<file path="src/rtl/id_ex_stage_if.sv">
// ID/EX stage bundle: decoded ID fields, hazard controls, forwarding sources and the registered
// EX-side outputs that feed the ALU and later stages.
interface id_ex_stage_if #(
  parameter int unsigned DATA_W = 32,
  parameter int unsigned RA_W   = 5
);
  logic              stall;
  logic              flush;
  logic              id_valid;
  logic [DATA_W-1:0] id_pc;
  logic [DATA_W-1:0] id_readdata1;
  logic [DATA_W-1:0] id_readdata2;
  logic [DATA_W-1:0] id_imm;
  logic [RA_W-1:0]   id_rs1;
  logic [RA_W-1:0]   id_rs2;
  logic [RA_W-1:0]   id_rd;
  logic [1:0]        id_aluop;
  logic [2:0]        id_funct3;
  logic              id_funct7b5;
  logic              id_alusrc;
  logic              id_regwrite;
  logic              id_memread;
  logic              id_memwrite;
  logic              id_memtoreg;
  logic              id_branch;
  logic [1:0]        forward_a;
  logic [1:0]        forward_b;
  logic [DATA_W-1:0] ex_mem_aluresult;
  logic [DATA_W-1:0] mem_wb_writedata;

  logic              ex_valid;
  logic [DATA_W-1:0] ex_pc;
  logic [DATA_W-1:0] readdata1;
  logic [DATA_W-1:0] ALUSrcResult;
  logic [3:0]        ALUControlOp;
  logic [DATA_W-1:0] ex_storedata;
  logic [DATA_W-1:0] ex_imm;
  logic [RA_W-1:0]   ex_rs1;
  logic [RA_W-1:0]   ex_rs2;
  logic [RA_W-1:0]   ex_rd;
  logic              ex_regwrite;
  logic              ex_memread;
  logic              ex_memwrite;
  logic              ex_memtoreg;
  logic              ex_branch;

  modport master (
    output stall, flush, id_valid, id_pc, id_readdata1, id_readdata2, id_imm,
           id_rs1, id_rs2, id_rd, id_aluop, id_funct3, id_funct7b5, id_alusrc,
           id_regwrite, id_memread, id_memwrite, id_memtoreg, id_branch,
           forward_a, forward_b, ex_mem_aluresult, mem_wb_writedata,
    input  ex_valid, ex_pc, readdata1, ALUSrcResult, ALUControlOp, ex_storedata,
           ex_imm, ex_rs1, ex_rs2, ex_rd,
           ex_regwrite, ex_memread, ex_memwrite, ex_memtoreg, ex_branch
  );

  modport slave (
    input  stall, flush, id_valid, id_pc, id_readdata1, id_readdata2, id_imm,
           id_rs1, id_rs2, id_rd, id_aluop, id_funct3, id_funct7b5, id_alusrc,
           id_regwrite, id_memread, id_memwrite, id_memtoreg, id_branch,
           forward_a, forward_b, ex_mem_aluresult, mem_wb_writedata,
    output ex_valid, ex_pc, readdata1, ALUSrcResult, ALUControlOp, ex_storedata,
           ex_imm, ex_rs1, ex_rs2, ex_rd,
           ex_regwrite, ex_memread, ex_memwrite, ex_memtoreg, ex_branch
  );
endinterface

</file>
<file path="src/rtl/id_ex_stage.sv">
// ID/EX pipeline register with ALU-control decode ahead of the register and combinational
// operand forwarding after it. Supports hold (stall) and bubble insertion (flush).
module id_ex_stage #(
  parameter int unsigned DATA_W = 32,
  parameter int unsigned RA_W   = 5
) (
  input logic         clk,
  input logic         rst_n,
  id_ex_stage_if.slave bus
);

  typedef struct packed {
    logic              valid;
    logic [DATA_W-1:0] pc;
    logic [DATA_W-1:0] rd1;
    logic [DATA_W-1:0] rd2;
    logic [DATA_W-1:0] imm;
    logic [RA_W-1:0]   rs1;
    logic [RA_W-1:0]   rs2;
    logic [RA_W-1:0]   rd;
    logic [3:0]        alu_ctrl;
    logic              alusrc;
    logic              regwrite;
    logic              memread;
    logic              memwrite;
    logic              memtoreg;
    logic              branch;
  } stage_t;

  stage_t            stage_d, stage_q;
  logic [3:0]        alu_ctrl_id;
  logic [DATA_W-1:0] op_a, op_b_fwd;

  // 10 selects EX/MEM, 01 selects MEM/WB; 00 and 11 keep the stage value.
  function automatic logic [DATA_W-1:0] fwd_sel(input logic [1:0]        sel,
                                                input logic [DATA_W-1:0] stage_val,
                                                input logic [DATA_W-1:0] ex_mem_val,
                                                input logic [DATA_W-1:0] mem_wb_val);
    case (sel)
      2'b10:   return ex_mem_val;
      2'b01:   return mem_wb_val;
      default: return stage_val;
    endcase
  endfunction

  always_comb begin
    alu_ctrl_id = 4'b1111;
    case (bus.id_aluop)
      2'b00: alu_ctrl_id = 4'b0010;
      2'b01: alu_ctrl_id = 4'b0110;
      2'b10: begin
        case (bus.id_funct3)
          // funct7b5 only means sub for register-register forms; addi reuses that bit.
          3'b000:  alu_ctrl_id = (bus.id_funct7b5 && !bus.id_alusrc) ? 4'b0110 : 4'b0010;
          3'b111:  alu_ctrl_id = 4'b0000;
          3'b110:  alu_ctrl_id = 4'b0001;
          3'b010:  alu_ctrl_id = 4'b0111;
          default: alu_ctrl_id = 4'b1111;
        endcase
      end
      default: alu_ctrl_id = 4'b1111;
    endcase
  end

  always_comb begin
    stage_d = stage_q;
    if (bus.flush) begin
      stage_d = '0;
    end else if (!bus.stall) begin
      stage_d.valid    = bus.id_valid;
      stage_d.pc       = bus.id_pc;
      stage_d.rd1      = bus.id_readdata1;
      stage_d.rd2      = bus.id_readdata2;
      stage_d.imm      = bus.id_imm;
      stage_d.rs1      = bus.id_rs1;
      stage_d.rs2      = bus.id_rs2;
      stage_d.rd       = bus.id_rd;
      stage_d.alu_ctrl = alu_ctrl_id;
      stage_d.alusrc   = bus.id_alusrc;
      stage_d.regwrite = bus.id_valid & bus.id_regwrite;
      stage_d.memread  = bus.id_valid & bus.id_memread;
      stage_d.memwrite = bus.id_valid & bus.id_memwrite;
      stage_d.memtoreg = bus.id_valid & bus.id_memtoreg;
      stage_d.branch   = bus.id_valid & bus.id_branch;
    end
  end

  always_ff @(posedge clk) begin
    if (!rst_n) begin
      stage_q <= '0;
    end else begin
      stage_q <= stage_d;
    end
  end

  always_comb begin
    op_a     = fwd_sel(bus.forward_a, stage_q.rd1, bus.ex_mem_aluresult, bus.mem_wb_writedata);
    op_b_fwd = fwd_sel(bus.forward_b, stage_q.rd2, bus.ex_mem_aluresult, bus.mem_wb_writedata);
  end

  always_comb begin
    bus.ex_valid     = stage_q.valid;
    bus.ex_pc        = stage_q.pc;
    bus.readdata1    = op_a;
    bus.ALUSrcResult = stage_q.alusrc ? stage_q.imm : op_b_fwd;
    bus.ALUControlOp = stage_q.alu_ctrl;
    bus.ex_storedata = op_b_fwd;
    bus.ex_imm       = stage_q.imm;
    bus.ex_rs1       = stage_q.rs1;
    bus.ex_rs2       = stage_q.rs2;
    bus.ex_rd        = stage_q.rd;
    bus.ex_regwrite  = stage_q.regwrite;
    bus.ex_memread   = stage_q.memread;
    bus.ex_memwrite  = stage_q.memwrite;
    bus.ex_memtoreg  = stage_q.memtoreg;
    bus.ex_branch    = stage_q.branch;
  end

endmodule
</file>
<file path="src/flat_wrapper.sv">
// flat-port wrapper written by rule: the top's interface ports become plain ports
module id_ex_stage_flat 
#(
  parameter int unsigned DATA_W = 32,
  parameter int unsigned RA_W   = 5
)
  (clk, rst_n, bus_stall, bus_flush, bus_id_valid, bus_id_pc, bus_id_readdata1, bus_id_readdata2, bus_id_imm, bus_id_rs1, bus_id_rs2, bus_id_rd, bus_id_aluop, bus_id_funct3, bus_id_funct7b5, bus_id_alusrc, bus_id_regwrite, bus_id_memread, bus_id_memwrite, bus_id_memtoreg, bus_id_branch, bus_forward_a, bus_forward_b, bus_ex_mem_aluresult, bus_mem_wb_writedata, bus_ex_valid, bus_ex_pc, bus_readdata1, bus_ALUSrcResult, bus_ALUControlOp, bus_ex_storedata, bus_ex_imm, bus_ex_rs1, bus_ex_rs2, bus_ex_rd, bus_ex_regwrite, bus_ex_memread, bus_ex_memwrite, bus_ex_memtoreg, bus_ex_branch);
  id_ex_stage_if #(.DATA_W(DATA_W), .RA_W(RA_W)) bus_i ();
  input logic clk;
  input logic rst_n;
  input wire logic [$bits(bus_i.stall)-1:0] bus_stall;
  input wire logic [$bits(bus_i.flush)-1:0] bus_flush;
  input wire logic [$bits(bus_i.id_valid)-1:0] bus_id_valid;
  input wire logic [$bits(bus_i.id_pc)-1:0] bus_id_pc;
  input wire logic [$bits(bus_i.id_readdata1)-1:0] bus_id_readdata1;
  input wire logic [$bits(bus_i.id_readdata2)-1:0] bus_id_readdata2;
  input wire logic [$bits(bus_i.id_imm)-1:0] bus_id_imm;
  input wire logic [$bits(bus_i.id_rs1)-1:0] bus_id_rs1;
  input wire logic [$bits(bus_i.id_rs2)-1:0] bus_id_rs2;
  input wire logic [$bits(bus_i.id_rd)-1:0] bus_id_rd;
  input wire logic [$bits(bus_i.id_aluop)-1:0] bus_id_aluop;
  input wire logic [$bits(bus_i.id_funct3)-1:0] bus_id_funct3;
  input wire logic [$bits(bus_i.id_funct7b5)-1:0] bus_id_funct7b5;
  input wire logic [$bits(bus_i.id_alusrc)-1:0] bus_id_alusrc;
  input wire logic [$bits(bus_i.id_regwrite)-1:0] bus_id_regwrite;
  input wire logic [$bits(bus_i.id_memread)-1:0] bus_id_memread;
  input wire logic [$bits(bus_i.id_memwrite)-1:0] bus_id_memwrite;
  input wire logic [$bits(bus_i.id_memtoreg)-1:0] bus_id_memtoreg;
  input wire logic [$bits(bus_i.id_branch)-1:0] bus_id_branch;
  input wire logic [$bits(bus_i.forward_a)-1:0] bus_forward_a;
  input wire logic [$bits(bus_i.forward_b)-1:0] bus_forward_b;
  input wire logic [$bits(bus_i.ex_mem_aluresult)-1:0] bus_ex_mem_aluresult;
  input wire logic [$bits(bus_i.mem_wb_writedata)-1:0] bus_mem_wb_writedata;
  output wire logic [$bits(bus_i.ex_valid)-1:0] bus_ex_valid;
  output wire logic [$bits(bus_i.ex_pc)-1:0] bus_ex_pc;
  output wire logic [$bits(bus_i.readdata1)-1:0] bus_readdata1;
  output wire logic [$bits(bus_i.ALUSrcResult)-1:0] bus_ALUSrcResult;
  output wire logic [$bits(bus_i.ALUControlOp)-1:0] bus_ALUControlOp;
  output wire logic [$bits(bus_i.ex_storedata)-1:0] bus_ex_storedata;
  output wire logic [$bits(bus_i.ex_imm)-1:0] bus_ex_imm;
  output wire logic [$bits(bus_i.ex_rs1)-1:0] bus_ex_rs1;
  output wire logic [$bits(bus_i.ex_rs2)-1:0] bus_ex_rs2;
  output wire logic [$bits(bus_i.ex_rd)-1:0] bus_ex_rd;
  output wire logic [$bits(bus_i.ex_regwrite)-1:0] bus_ex_regwrite;
  output wire logic [$bits(bus_i.ex_memread)-1:0] bus_ex_memread;
  output wire logic [$bits(bus_i.ex_memwrite)-1:0] bus_ex_memwrite;
  output wire logic [$bits(bus_i.ex_memtoreg)-1:0] bus_ex_memtoreg;
  output wire logic [$bits(bus_i.ex_branch)-1:0] bus_ex_branch;
  assign bus_i.stall = bus_stall;
  assign bus_i.flush = bus_flush;
  assign bus_i.id_valid = bus_id_valid;
  assign bus_i.id_pc = bus_id_pc;
  assign bus_i.id_readdata1 = bus_id_readdata1;
  assign bus_i.id_readdata2 = bus_id_readdata2;
  assign bus_i.id_imm = bus_id_imm;
  assign bus_i.id_rs1 = bus_id_rs1;
  assign bus_i.id_rs2 = bus_id_rs2;
  assign bus_i.id_rd = bus_id_rd;
  assign bus_i.id_aluop = bus_id_aluop;
  assign bus_i.id_funct3 = bus_id_funct3;
  assign bus_i.id_funct7b5 = bus_id_funct7b5;
  assign bus_i.id_alusrc = bus_id_alusrc;
  assign bus_i.id_regwrite = bus_id_regwrite;
  assign bus_i.id_memread = bus_id_memread;
  assign bus_i.id_memwrite = bus_id_memwrite;
  assign bus_i.id_memtoreg = bus_id_memtoreg;
  assign bus_i.id_branch = bus_id_branch;
  assign bus_i.forward_a = bus_forward_a;
  assign bus_i.forward_b = bus_forward_b;
  assign bus_i.ex_mem_aluresult = bus_ex_mem_aluresult;
  assign bus_i.mem_wb_writedata = bus_mem_wb_writedata;
  assign bus_ex_valid = bus_i.ex_valid;
  assign bus_ex_pc = bus_i.ex_pc;
  assign bus_readdata1 = bus_i.readdata1;
  assign bus_ALUSrcResult = bus_i.ALUSrcResult;
  assign bus_ALUControlOp = bus_i.ALUControlOp;
  assign bus_ex_storedata = bus_i.ex_storedata;
  assign bus_ex_imm = bus_i.ex_imm;
  assign bus_ex_rs1 = bus_i.ex_rs1;
  assign bus_ex_rs2 = bus_i.ex_rs2;
  assign bus_ex_rd = bus_i.ex_rd;
  assign bus_ex_regwrite = bus_i.ex_regwrite;
  assign bus_ex_memread = bus_i.ex_memread;
  assign bus_ex_memwrite = bus_i.ex_memwrite;
  assign bus_ex_memtoreg = bus_i.ex_memtoreg;
  assign bus_ex_branch = bus_i.ex_branch;
  id_ex_stage #(.DATA_W(DATA_W), .RA_W(RA_W)) u_core (.clk(clk), .rst_n(rst_n), .bus(bus_i));
endmodule
</file>
<file path="config.mk">
export PLATFORM = sky130hd
export DESIGN_NAME = id_ex_stage_flat
export DESIGN_NICKNAME = d
export VERILOG_FILES = /design/src/rtl/id_ex_stage_if.sv /design/src/rtl/id_ex_stage.sv /design/src/flat_wrapper.sv
export SDC_FILE = /design/constraint.sdc
export NUM_CORES = 1
export LEC_CHECK = 0
export ABC_AREA = 1
export BUFFER_PORTS_ARGS = -buffer_cell sky130_fd_sc_hd__buf_2
export CAP_MARGIN = 0
export CORE_AREA = 2 2 159 161
export DETAILED_ROUTE_END_ITERATION = 7
export DIE_AREA = 0 0 161 163
export GPL_TIMING_DRIVEN = 0
export PLACE_DENSITY_LB_ADDON = 0.2
export SLEW_MARGIN = 40
export SYNTH_ARGS = -nofsm -noshare
export SYNTH_HDL_FRONTEND = slang
export SYNTH_SLANG_ARGS = --single-unit
</file>
<file path="constraint.sdc">
create_clock -name clk -period 1.1 [get_ports clk]
set_clock_uncertainty 0.1 [all_clocks]
set_input_delay 0.055 -clock clk [delete_from_list [all_inputs] [get_ports clk]]
set_output_delay 0.055 -clock clk [all_outputs]
set_load 0.01 [all_outputs]
</file>
==> results by group <==
Run status
  • Status: complete, but fails checks
  • Violated checks: hold timing, setup timing

STA
  • Min Tclk post-route: 1.66 ns
  • Unrepaired setup endpoints after global routing: yes
  • Least-Margin Pin Slew: 0.481 ns
  • F_max: 603 MHz
  • Final Hold Fails: 1
  • Setup violators final: 129
  • Final Max Tran Viols: 0
  • Slew margin rel.: 0.680
  • Setup ws final: -0.558 ns
  • Setup TNS: -31.31 ns
  • Hold_ws: -0.0538 ns
  • Final Cycle Share: 1.51

Synthesis
  • Avg Inst Size Synth: 6.88 sq um
  • Net Count, Synth: 1395
  • Synth top area cells: dfxtp_1 (39%), nand2_1 (22%), a21oi_1 (15%), buf_4 (8.2%), a21oi_2 (5.4%)
  • Synth area leader: dfxtp_1
  • Post-synthesis cell count: 1163
  • Distinct cells, synth: 20
  • Register area share after synthesis: 0.385
  • Yosys top cell area share: 0.385
  • Register bit total from synthesis: 154
  • Synth Warn #: 0
  • Mapped cell area: 8010 sq um

GRT
  • GRT Util Overall: 0.279
  • Vias in the first global route: 10200
  • Total grt overflow: 0
  • Initial antenna violation count: 4
  • First-pass GRT wire length: 56400 um
  • Largest net degree at the start of global routing: 17

Power
  • Total power: 17.9 mW
  • Pleak: 6.74 nW
  • Total power per unit cell area: 1150 nW/um^2
  • Maximum vdd drop: 0.927 mV

Floorplan
  • Die Wd: 161 um
  • Initial Utilization: 0.324
  • Number of I/O pins: 413
  • Die Height: 163 um
  • Core footprint: 24700 sq um
  • Die ar.: 26200 sq um
  • Row cnt: 58

Layout
  • Nets@finish: 1972
  • Most frequent cells in the layout: nand2_1 (401), buf_2 (305), buf_6 (185)
  • Fraction of layout cells with a size suffix above 1: 0.561
  • Most common cell after layout, fill and taps aside: nand2_1
  • Area growth from synthesis to layout: 94.7%
  • Final-layout fill cell count: 2096
  • Layout Utilization: 0.632
  • Fin area: 15600 sq um

Place
  • HPWL Detailed: 25500 um
  • Placed inst area: 10800 sq um
  • Final GP Congestion: 0.864
  • Port Buffers: 411

Clocking
  • CTS tree: done
  • Max clock buf depth: 2
  • CTS Buf Count: 17
  • # hold bufs at CTS: 159
  • Clk sinks: 154
  • Clk pin slew, worst setup/hold paths: 0.06 ns
  • CTS Root Cell: clkbuf_16
  • Htree depth: 4
  • Clk_lat worst skew: 0.42 ns

Detailed routing
  • Pre-antenna DRT Iters: 5
  • Final WL: 38500 um
  • Antenna viol nets, final: 0
  • Residual DRC: 0
  • Iter 0 DRT Violations: 530
  • Vias/cell: 4.87
  • Via count: 10200
  • DR WL/cell: 18.5 um

Critical path
  • Critical path's slowest cell: dfxtp_4
  • CP delay by family, top: buffers and inverters
  • Cells along the critical path: clkinvlp_4, buf_8, buf_8, nand2_2, nand2_2, buf_6
  • Reg2reg path depth: 5
  • CP Capture Type: output port
  • Startpoint types: flip-flop
  • Worst path max stage delay: 0.40 ns
  • Flop2flop setup slack: -0.09 ns
  • Crit path DAT: 1.50 ns
  • R2R Path Start: u_core.stage_q[5]
  • Setup CP Type: reg2out
  • Critical path endpoint: bus_ALUSrcResult[5]
  • Levels on crit path: 6
  • Reg-to-reg endpoint: u_core.stage_q[5]
  • Worst Path Max Fanout: 5
  • Worst path bufs/invs: 4
  • Critical path origin: u_core.stage_q[5]
  • Required time worst endpoint: 0.94 ns

Min path
  • Hold WC Path Type: in2reg
  • Hold wc startpoint: bus_stall

Flow run
  • Number of max-cap violations: 0
## state kept, by name (all words and copies together) (netlist names)
register                 cells
u_core.bus.ex_rd             5
u_core.bus.ex_valid          1
u_core.bus.ex_rs2            5
u_core.bus.ex_pc            32
u_core.bus.ex_branch         1
u_core.bus.ex_regwrite       1
u_core.bus.ALUControlOp      4
u_core.bus.ex_imm           32
u_core.bus.ex_memtoreg       1
u_core.stage_q              65
u_core.bus.ex_rs1            5
u_core.bus.ex_memread        1
u_core.bus.ex_memwrite       1
## cells in the mapped netlist (all sizes together)
library cell  count
a21oi           282
dfxtp           154
nand3             1
nand2           468
or2               1
ha                4
inv              15
clkbuf           18
o21ai             3
nand4             1
buf             147
nor2             69
## worst min-delay path by stage
stage	to	slack, ns	cells past startpoint
2_1_floorplan	u_core.bus.ex_pc[15]	0.09	2
3_3_place_gp	u_core.bus.ex_pc[9]	0.20	3
3_5_place_dp	u_core.bus.ex_imm[27]	0.21	3
4_1_cts	u_core.bus.ex_pc[4]	0.007	4
5_1_grt	u_core.bus.ex_valid	-0.03	4
6_report	u_core.bus.ex_valid	-0.05	4
## where the power goes
part / total (mW) / internal [mW] / switching, mW
logic: 5.85 / 2.94 / 2.91
registers: 5.93 / 5.78 / 0.155
clock network: 6.16 / 3.59 / 2.57
total: 17.9 / 12.3 / 5.64
## worst reg2reg max path: cells and delay by family, from the launching register on
| family | cells | cell delay (ns) |
|---|---|---|
| AOI/OAI and AO/OA | 1 | 0.11 |
| buffers and inverters | 4 | 0.52 |
| DFF | 1 | 0.40 |
## routing by layer
metal	share of wire	vias up	global-route usage
met3	0.067	74	0.0626
met5	0.00034	-	0
met1	0.40	4803	0.318
met2	0.50	456	0.494
met4	0.035	2	0.131
li1	-	4816	-
## cell type report
type,count,area [sq um],area share
clock inverters,13,169,0.0108
plain buffers,109,1120,0.0722
clock buffers,18,429,0.0275
well taps,330,413,0.0265
flip-flops and latches,154,3240,0.208
repair buffers,614,5130,0.329
inverters,15,95.1,0.00610
diodes,3,7.51,0.000482
multi-input cells,829,4980,0.320
## cells by family after synthesis
family | count (synthesis) | share of synthesized area
simple gates | 540 | 0.258
fa+ha+maj | 4 | 0.00625
flops | 154 | 0.385
compound gates | 285 | 0.201
buf+inv | 180 | 0.150
## what timing repair did
action / 4_1_cts / 5_1_grt
gates resized for setup: 519 / 124
cloned: 11 / 2
pin swaps: 42 / 37
endpoints found under the hold margin: 154 / 1
setup buffers: 21 / 13
endpoints found under the setup margin: 180 / 136
## stage by stage
step                      cells  worst slack [ns]
after floorplan            1163           -0.0572
after global placement     1904            -0.658
after detailed placement   1904            -0.676
after CTS                  2073            -0.562
after global routing       2085            -0.598
final                      2085            -0.558
Note: power is estimated with default switching activity, not from simulation.
